`src/rtl/mvu_apb_ctrl_if.sv`:
```
// rtl/mvu_apb_ctrl_if.sv - APB bus bundle between the host and the MVU register block
// Ports (slave view):
//   paddr, psel, penable, pwrite, pwdata : requester to register block
//   pready, prdata, pslverr               : register block to requester
interface mvu_apb_ctrl_if #(
    parameter int ADDR_WIDTH = 15,
    parameter int DATA_WIDTH = 32
);
    logic [ADDR_WIDTH-1:0] paddr;
    logic                  psel;
    logic                  penable;
    logic                  pwrite;
    logic [DATA_WIDTH-1:0] pwdata;
    logic                  pready;
    logic [DATA_WIDTH-1:0] prdata;
    logic                  pslverr;

    modport slave (
        input  paddr, psel, penable, pwrite, pwdata,
        output pready, prdata, pslverr
    );

    modport master (
        output paddr, psel, penable, pwrite, pwdata,
        input  pready, prdata, pslverr
    );
endinterface

```
`src/rtl/mvu_apb_ctrl.sv`:
```
// rtl/mvu_apb_ctrl.sv - APB control/status registers that configure, launch and track MVU jobs
// Ports:
//   clk, rst      : shared clock, synchronous active-high reset
//   bus           : APB slave (zero wait states, combinational prdata/pslverr)
//   mvu_start     : one-cycle launch pulse, the cycle after the START write commits
//   mvu_done      : one-cycle completion pulse from the MVU
//   mvu_wprec/iprec/oprec, mvu_countdown, mvu_scaler, mvu_bias,
//   mvu_quant_msb, mvu_relu_en : job configuration, straight from registers
//   irq           : registered DONE & IRQ_EN
module mvu_apb_ctrl #(
    parameter int ADDR_WIDTH = 15,
    parameter int DATA_WIDTH = 32
) (
    input  logic               clk,
    input  logic               rst,
    mvu_apb_ctrl_if.slave      bus,
    output logic               mvu_start,
    input  logic               mvu_done,
    output logic [5:0]         mvu_wprec,
    output logic [5:0]         mvu_iprec,
    output logic [5:0]         mvu_oprec,
    output logic [31:0]        mvu_countdown,
    output logic [15:0]        mvu_scaler,
    output logic signed [31:0] mvu_bias,
    output logic [5:0]         mvu_quant_msb,
    output logic               mvu_relu_en,
    output logic               irq
);
    localparam int IW = ADDR_WIDTH - 2;
    localparam logic [IW-1:0] IDX_CTRL      = IW'(0);
    localparam logic [IW-1:0] IDX_STATUS    = IW'(1);
    localparam logic [IW-1:0] IDX_PREC      = IW'(2);
    localparam logic [IW-1:0] IDX_COUNTDOWN = IW'(3);
    localparam logic [IW-1:0] IDX_SCALER    = IW'(4);
    localparam logic [IW-1:0] IDX_BIAS      = IW'(5);
    localparam logic [IW-1:0] IDX_QUANT     = IW'(6);
    localparam logic [IW-1:0] IDX_RELU      = IW'(7);
    localparam logic [IW-1:0] IDX_ID        = IW'(8);
    localparam logic [31:0]   ID_VALUE      = 32'h4D56_5501;

    typedef enum logic {S_IDLE, S_BUSY} state_t;

    state_t state, state_nx;

    logic        irq_en;
    logic        done;
    logic [17:0] prec;
    logic [31:0] countdown;
    logic [15:0] scaler;
    logic [31:0] bias;
    logic [5:0]  quant_msb;
    logic        relu_en;
    logic        start_q;
    logic        irq_q;

    logic [IW-1:0]         word_idx;
    logic [DATA_WIDTH-1:0] rdata;
    logic                  mapped;
    logic                  read_only;
    logic                  access;
    logic                  busy;
    logic                  start_req;
    logic                  err;
    logic                  reg_wr;
    logic                  ctrl_wr;
    logic                  launch;
    logic                  done_set;
    logic                  unused_paddr_lsbs;

    // Byte address; the two LSBs do not take part in decode.
    assign word_idx          = bus.paddr[ADDR_WIDTH-1:2];
    assign unused_paddr_lsbs = ^bus.paddr[1:0];

    assign access = bus.psel & bus.penable;
    assign busy   = (state == S_BUSY);

    always_comb begin
        rdata     = '0;
        mapped    = 1'b1;
        read_only = 1'b0;
        case (word_idx)
            IDX_CTRL:      rdata = DATA_WIDTH'({irq_en, 1'b0});
            IDX_STATUS:    rdata = DATA_WIDTH'({done, busy});
            IDX_PREC:      rdata = DATA_WIDTH'(prec);
            IDX_COUNTDOWN: rdata = DATA_WIDTH'(countdown);
            IDX_SCALER:    rdata = DATA_WIDTH'(scaler);
            IDX_BIAS:      rdata = DATA_WIDTH'(bias);
            IDX_QUANT:     rdata = DATA_WIDTH'(quant_msb);
            IDX_RELU:      rdata = DATA_WIDTH'(relu_en);
            IDX_ID: begin
                rdata     = DATA_WIDTH'(ID_VALUE);
                read_only = 1'b1;
            end
            default:       mapped = 1'b0;
        endcase
    end

    assign start_req = access & bus.pwrite & (word_idx == IDX_CTRL) & bus.pwdata[0];

    // A rejected START still lets its IRQ_EN bit through, hence the separate ctrl_wr.
    assign err     = access & (~mapped | (bus.pwrite & read_only) | (start_req & busy));
    assign reg_wr  = access & bus.pwrite & ~err;
    assign ctrl_wr = access & bus.pwrite & (word_idx == IDX_CTRL);

    assign bus.pready  = 1'b1;
    assign bus.prdata  = access ? rdata : '0;
    assign bus.pslverr = err;

    always_ff @(posedge clk) begin
        if (rst) begin
            state <= S_IDLE;
        end else begin
            state <= state_nx;
        end
    end

    always_comb begin
        state_nx = state;
        launch   = 1'b0;
        done_set = 1'b0;
        case (state)
            S_IDLE: begin
                if (start_req) begin
                    launch   = 1'b1;
                    state_nx = S_BUSY;
                end
            end
            S_BUSY: begin
                if (mvu_done) begin
                    done_set = 1'b1;
                    state_nx = S_IDLE;
                end
            end
            default: state_nx = S_IDLE;
        endcase
    end

    always_ff @(posedge clk) begin
        if (rst) begin
            irq_en    <= 1'b0;
            done      <= 1'b0;
            prec      <= '0;
            countdown <= '0;
            scaler    <= '0;
            bias      <= '0;
            quant_msb <= '0;
            relu_en   <= 1'b0;
            start_q   <= 1'b0;
            irq_q     <= 1'b0;
        end else begin
            if (ctrl_wr)                             irq_en    <= bus.pwdata[1];
            if (reg_wr && word_idx == IDX_PREC)      prec      <= bus.pwdata[17:0];
            if (reg_wr && word_idx == IDX_COUNTDOWN) countdown <= bus.pwdata[31:0];
            if (reg_wr && word_idx == IDX_SCALER)    scaler    <= bus.pwdata[15:0];
            if (reg_wr && word_idx == IDX_BIAS)      bias      <= bus.pwdata[31:0];
            if (reg_wr && word_idx == IDX_QUANT)     quant_msb <= bus.pwdata[5:0];
            if (reg_wr && word_idx == IDX_RELU)      relu_en   <= bus.pwdata[0];

            // Completion beats a simultaneous W1C so a finished job is never lost.
            if (launch) begin
                done <= 1'b0;
            end else if (done_set) begin
                done <= 1'b1;
            end else if (reg_wr && word_idx == IDX_STATUS && bus.pwdata[1]) begin
                done <= 1'b0;
            end

            start_q <= launch;
            irq_q   <= done & irq_en;
        end
    end

    assign mvu_start     = start_q;
    assign irq           = irq_q;
    assign mvu_wprec     = prec[5:0];
    assign mvu_iprec     = prec[11:6];
    assign mvu_oprec     = prec[17:12];
    assign mvu_countdown = countdown;
    assign mvu_scaler    = scaler;
    assign mvu_bias      = bias;
    assign mvu_quant_msb = quant_msb;
    assign mvu_relu_en   = relu_en;
endmodule

```
`src/flat_wrapper.sv`:
```
// flat-port wrapper written by rule: the top's interface ports become plain ports
module mvu_apb_ctrl_flat 
#(
    parameter int ADDR_WIDTH = 15,
    parameter int DATA_WIDTH = 32
)
  (clk, rst, mvu_start, mvu_done, mvu_wprec, mvu_iprec, mvu_oprec, mvu_countdown, mvu_scaler, mvu_bias, mvu_quant_msb, mvu_relu_en, irq, bus_paddr, bus_psel, bus_penable, bus_pwrite, bus_pwdata, bus_pready, bus_prdata, bus_pslverr);
  mvu_apb_ctrl_if #(.ADDR_WIDTH(ADDR_WIDTH), .DATA_WIDTH(DATA_WIDTH)) bus_i ();
  input  logic clk;
  input  logic rst;
  output logic mvu_start;
  input  logic mvu_done;
  output logic [5:0] mvu_wprec;
  output logic [5:0] mvu_iprec;
  output logic [5:0] mvu_oprec;
  output logic [31:0] mvu_countdown;
  output logic [15:0] mvu_scaler;
  output logic signed [31:0] mvu_bias;
  output logic [5:0] mvu_quant_msb;
  output logic mvu_relu_en;
  output logic irq;
  input wire logic [$bits(bus_i.paddr)-1:0] bus_paddr;
  input wire logic [$bits(bus_i.psel)-1:0] bus_psel;
  input wire logic [$bits(bus_i.penable)-1:0] bus_penable;
  input wire logic [$bits(bus_i.pwrite)-1:0] bus_pwrite;
  input wire logic [$bits(bus_i.pwdata)-1:0] bus_pwdata;
  output wire logic [$bits(bus_i.pready)-1:0] bus_pready;
  output wire logic [$bits(bus_i.prdata)-1:0] bus_prdata;
  output wire logic [$bits(bus_i.pslverr)-1:0] bus_pslverr;
  assign bus_i.paddr = bus_paddr;
  assign bus_i.psel = bus_psel;
  assign bus_i.penable = bus_penable;
  assign bus_i.pwrite = bus_pwrite;
  assign bus_i.pwdata = bus_pwdata;
  assign bus_pready = bus_i.pready;
  assign bus_prdata = bus_i.prdata;
  assign bus_pslverr = bus_i.pslverr;
  mvu_apb_ctrl #(.ADDR_WIDTH(ADDR_WIDTH), .DATA_WIDTH(DATA_WIDTH)) u_core (.clk(clk), .rst(rst), .bus(bus_i), .mvu_start(mvu_start), .mvu_done(mvu_done), .mvu_wprec(mvu_wprec), .mvu_iprec(mvu_iprec), .mvu_oprec(mvu_oprec), .mvu_countdown(mvu_countdown), .mvu_scaler(mvu_scaler), .mvu_bias(mvu_bias), .mvu_quant_msb(mvu_quant_msb), .mvu_relu_en(mvu_relu_en), .irq(irq));
endmodule
```
`config.mk`:
```
export PLATFORM = sky130hd
export DESIGN_NAME = mvu_apb_ctrl_flat
export DESIGN_NICKNAME = d
export VERILOG_FILES = /design/src/rtl/mvu_apb_ctrl_if.sv /design/src/rtl/mvu_apb_ctrl.sv /design/src/flat_wrapper.sv
export SDC_FILE = /design/constraint.sdc
export NUM_CORES = 1
export LEC_CHECK = 0
export BUFFER_PORTS_ARGS = -buffer_cell sky130_fd_sc_hd__clkbuf_2
export CORE_UTILIZATION = 50
export CTS_CLUSTER_SIZE = 14
export DETAILED_ROUTE_END_ITERATION = 6
export PLACE_DENSITY = 0.76
export SLEW_MARGIN = 0
export SYNTH_ARGS = -nofsm -noshare
export SYNTH_HDL_FRONTEND = slang
export SYNTH_SLANG_ARGS = --single-unit
```
`constraint.sdc`:
```
create_clock -name clk -period 2.4 [get_ports clk]
set_clock_uncertainty 0.15 [all_clocks]
set_input_delay 0.24 -clock clk [delete_from_list [all_inputs] [get_ports clk]]
set_output_delay 0.24 -clock clk [all_outputs]
set_load 0.05 [all_outputs]
```
=== Yosys cells after proc, flatten, opt, wreduce, memory -nomap -nowiden ===
Index checks and enable logic that the tools add are counted.

* Muxes and demuxes: 12
* Bitwise gates (word level): 14
* Equality and inequality tests: 8
* Reduce and logical (&&, ||, !) cells: 12

{| class="wikitable"
|+ Operators by type and width
! cell !! number
|-
| $pmux W32 S9 || 1
|-
| $eq A13 B3 Y1 const B || 4
|-
| $mux W32 || 1
|-
| $eq A13 B2 Y1 const B || 2
|-
| $eq A13 B1 Y1 const B || 1
|-
| $eq A13 B4 Y1 const B || 1
|-
| $logic_not A13 Y1 || 1
|-
| $and A1 B1 Y1 || 9
|-
| $mux W1 || 9
|-
| $reduce_or A9 Y1 || 1
|-
| $logic_and A1 B1 Y1 || 8
|-
| $not A1 Y1 || 3
|-
| $or A1 B1 Y1 || 2
|-
| $pmux W1 S2 || 1
|-
| $reduce_bool A2 Y1 || 1
|-
| $reduce_or A2 Y1 || 1
|}

* Logic and storage cells: 57
* Input bits: 53
* Flip-flop bits (word level): 110
* Output and inout bits: 141

=== Logic depth before layout (Yosys ltp) ===
* Depth in word-level cells: 13
* Depth in mapped cells: 8
* Gate-level depth less buffers: 4

=== Worst setup path after synthesis ===
No wires, ideal clock.

* Kind: in2out
* Start: input bus_paddr[4]
* End: output bus_prdata[11]
* Required time: 2.010 ns
* Arrival time: 2.470 ns
* Path slack: -0.460 ns
* Cell stages on the path: 5
* Path through: clkbuf_1 -> or4b_2 -> nor4_2 -> nand2_1 -> a21oi_1

* Cells in the longest elaborated chain, start to end: 3
* Elaborated cells between the ends (all ways): 11
* Classes of those cells: eq/ne (8); mux (2); reduce/logical (1)

{| class="wikitable"
|+ RTL lines
! what !! line !! RTL
|-
| from (decl) || flat_wrapper.sv:22 || <nowiki>input wire logic [$bits(bus_i.paddr)-1:0] bus_paddr;</nowiki>
|-
| $eq A13 B4 Y1, or another cell as far along || mvu_apb_ctrl.sv:81 || <nowiki>case (word_idx)</nowiki>
|-
| $pmux W32 S9 * || mvu_apb_ctrl.sv:81 ||
|-
| $mux W32 * || mvu_apb_ctrl.sv:106 || <nowiki>assign bus.prdata = access ? rdata : '0;</nowiki>
|-
| to (decl) || flat_wrapper.sv:28 || <nowiki>output wire logic [$bits(bus_i.prdata)-1:0] bus_prdata;</nowiki>
|}

Mark *: on every way between the ends. The rest lies on a longest branch, timed or not.

=== Worst setup path after layout ===
* Start: input bus_paddr[7]
* End: output bus_prdata[9]

The elaborated chain is that of the path after synthesis.

==> flow_summary.ini <==
[timing]
maxSlewViolCount = 0
setup_ws_ns = 0.0230
rsz0062_at_grt = true
layout_min_cycle_time_ns = 2.38
tightestPinTransition_ns = 0.587
max_slew_margin_pct = 60.9
timing.fmax_ghz = 0.421
fin_crit_sh_pct = 99.0
hold_slack_ns = 0.00929
finalHoldViolations = 0
setup_viol = 0

[synth]
synth.top_cells.by_count = nand2b_1 (140), dfxtp_1 (110), mux2i_1 (107)
synth.distinct_cells = 42
async_flop_share_pct = 0
yosys_warnings = 0
ys_ff_latch = 110
synth_largest_area_cell = dfxtp_1
yosysSeqAreaShare_pct = 41.0
yosysMostFrequentCell = nand2b_1
synthCells = 554
ys.flop_type = dfxtp_1
syn_nets = 607
ys_top_cells_by_area = dfxtp_1 (41%), mux2i_1 (20%), nand2b_1 (16%), a22oi_1 (2.4%), clkbuf_1 (2.2%)
synth.avg_cell_area_um2 = 9.70
synth-edff-count = 0
synth_area_um2 = 5380
yosysTopAreaCellShare_pct = 41.0

[place]
hpwl_mm = 11.0
dp.cells = 866
io_buffers = 190
dp_slack_ns = -0.0701
gp_congestion = 0.769

[worst_setup_path]
rr_worst_depth = 2
timing.critical_path.cells = clkbuf_2 -> or4_4 -> nor4_4 -> buf_4 -> buf_4 -> nand2_1 -> a21oi_4 -> buf_8
r2r-start = u_core.busy
slowest_stage = or4_4
cp_max_fo = 5
cp-start-kind = input port
cp.required_ns = 2.01
critPathMaxStageDelay_ns = 0.58
end_kind = output port
path_common_cell = buf_4
cp.arrival_ns = 1.99
r2r_setup_slack_ns = 1.17
worstSetupPathType = in -> out
worstReg2RegEnd = u_core.busy

[worst_hold_path]
hp-start = bus_pwdata[16]
min-delay-path-class = in -> reg
whs_endpoint = u_core.prec[16]
hold_path_depth = 3

[power_and_ir_drop]
power_mw = 3.11
power_frac_clock_pct = 32.7
powerDensity_nw_per_um2 = 426
switchingPower_mw = 0.787
p_leak_nw = 3.26
seqPwrFrac_pct = 58.6
irDropWorstVdd_v = 0.000246
pwr-share-comb_pct = 8.7
p_int_mw = 2.33
sw_frac_of_total_pct = 25.3

[final_layout]
nets = 812
fin_util_pct = 70.4
fill_cells = 823
final_cells = 899
antenna_cells = 0
final_layout_size_suffix_gt1_share_pct = 37.4
syn2layout_area_growth_pct = 35.8

[clock_tree]
clock-sinks = 110
htreeDepth = 3
clk_pin_slew_worst_paths_ns = 0.10
cts_tree = yes
numCtsBuffers = 9
insertion_delay_ns = 0.37
cts_buffer_depth = 2
root_buffer = clkbuf_8

[drt]
vias = 4968
drtPass1Iterations = 6
viasPerCell = 5.53
wl_per_cell_um = 18.2
route.detailed.drc = 0
ant_nets = 0
wl_mm = 16.4
drtIter0Drc = 350

[floorplanning]
dieArea_um2 = 11200
die_y_um = 106
start_util_pct = 51.8
dieWidth_um = 106
io_pins = 194
coreArea_um2 = 10400
rows = 37

[global_route]
track_usage_pct = 28.6
grt_max_degree = 72
antenna_found_initial = 0
grt_pass1_vias = 4870
grt_first_pass_wirelength_mm = 25.2
grt-ovfl-total = 0

[outcome]
outcome = complete, no violations

[run]
drv_cap = 0
==> through the flow <==
| step | setup TNS, ns | area (um^2) |
|---|---|---|
| after floorplan | -4.49 | 5500 |
| after global placement | 0 | 6810 |
| after detailed placement | -0.544 | 6810 |
| after CTS | -0.00896 | 7170 |
| after global routing | -0.0392 | 7300 |
| final | 0 | 7300 |
==> worst max-delay path by stage <==
| stage | start | endpoint | slack [ns] | depth (start not counted) |
|---|---|---|---|---|
| 6_report | bus_paddr[7] | bus_prdata[9] | 0.02 | 8 |
| 5_1_grt | bus_paddr[7] | bus_prdata[6] | -0.01 | 8 |
| 4_1_cts | bus_paddr[7] | bus_prdata[19] | -0.009 | 7 |
| 3_5_place_dp | bus_paddr[3] | bus_prdata[7] | -0.07 | 7 |
| 3_3_place_gp | bus_paddr[3] | bus_prdata[3] | 0.02 | 7 |
| 2_1_floorplan | bus_paddr[4] | bus_prdata[16] | -0.22 | 8 |
==> cell usage in the layout (no fill, tap or decap), types with 2 or more instances in the layout <==
| master | synthesis | final |
|---|---|---|
| nor2b_2 | 0 | 2 |
| and3_1 | 4 | 3 |
| a22o_1 | 8 | 8 |
| buf_6 | 1 | 3 |
| nor4_4 | 1 | 2 |
| buf_2 | 6 | 3 |
| dlygate4sd3_1 | 0 | 13 |
| a22oi_1 | 17 | 17 |
| a21oi_1 | 18 | 3 |
| clkbuf_8 | 0 | 11 |
| a21oi_4 | 0 | 8 |
| nand2_1 | 20 | 20 |
| nor2_2 | 0 | 6 |
| nand2b_1 | 140 | 140 |
| nor2_1 | 20 | 14 |
| nand4_1 | 3 | 3 |
| a21o_1 | 5 | 5 |
| mux2_2 | 4 | 4 |
| or4_4 | 2 | 2 |
| mux4_2 | 2 | 2 |
| a222oi_1 | 8 | 8 |
| dfxtp_1 | 110 | 110 |
| clkbuf_2 | 0 | 158 |
| nor2b_1 | 6 | 4 |
| clkbuf_4 | 0 | 8 |
| mux2i_1 | 107 | 107 |
| buf_4 | 6 | 39 |
| nand3_1 | 4 | 3 |
| a21oi_2 | 0 | 7 |
| clkinvlp_4 | 0 | 3 |
| a221oi_1 | 7 | 7 |
| buf_12 | 0 | 11 |
| buf_8 | 0 | 2 |
| o21ai_0 | 2 | 2 |
==> worst max-delay path: cells and delay by family <==
kind | cells | cell delay (ns)
compound gates | 1 | 0.17
buf+inv | 4 | 0.57
simple gates | 3 | 1.00
==> power by group through the flow <==
stage	logic (mW)	clock network [mW]	registers (mW)
3_5_place_dp	0.243	0	1.87
4_1_cts	0.260	1.02	1.82
5_1_grt	0.289	1.10	1.82
2_1_floorplan	0.141	0	1.87
6_report	0.269	1.02	1.82
3_3_place_gp	0.236	0	1.87
==> metal layers <==
metal	wire (um)	vias to the layer above	share of wire, %	global-route usage (%)
met4	325	0	2.0	9.72
met3	1080	26	6.6	4.82
li1	-	2343	-	-
met5	0	-	0	0
met1	6700	2398	41	34.9
met2	8250	201	50	50.7
==> final cells by class <==
| cell class | instances | area [um^2] | share of cell area, % |
|---|---|---|---|
| Inverter | 1 | 3.75 | 0.0514 |
| Timing Repair Buffer | 240 | 1630 | 22.3 |
| Clock buffer | 10 | 128 | 1.75 |
| Clock inverter | 5 | 36.3 | 0.497 |
| Tap cell | 136 | 170 | 2.33 |
| Multi-Input combinational cell | 397 | 3140 | 43.0 |
| Sequential cell | 110 | 2200 | 30.2 |
==> cells by family after synthesis <==
| family | after synthesis | synth area share, % |
|---|---|---|
| AND/OR/NAND/NOR | 213 | 23.9 |
| multiplexers | 113 | 21.6 |
| flip-flops | 110 | 41.0 |
| AO/OA/AOI/OAI | 70 | 9.54 |
| buffers and inverters | 47 | 3.98 |
| other | 1 | 0.0697 |
==> state kept, by name, indices dropped and copies added (netlist names) <==
register,cells
u_core.mvu_bias,32
u_core.mvu_countdown,32
u_core.prec,18
u_core.mvu_scaler,16
u_core.mvu_quant_msb,6
u_core.busy,1
u_core.done,1
u_core.irq,1
u_core.irq_en,1
u_core.mvu_relu_en,1
u_core.mvu_start,1
==> timing repair <==
| action | CTS | global route |
|---|---|---|
| hold endpoints to repair | 23 | 0 |
| cloned | 0 | 2 |
| gates resized for setup | 21 | 47 |
| setup buffers | 0 | 3 |
| hold buffers | 13 | 0 |
| endpoints found under the setup margin | 12 | 31 |
| pin swaps | 0 | 1 |
No activity file was read; power rests on OpenSTA's default activity.
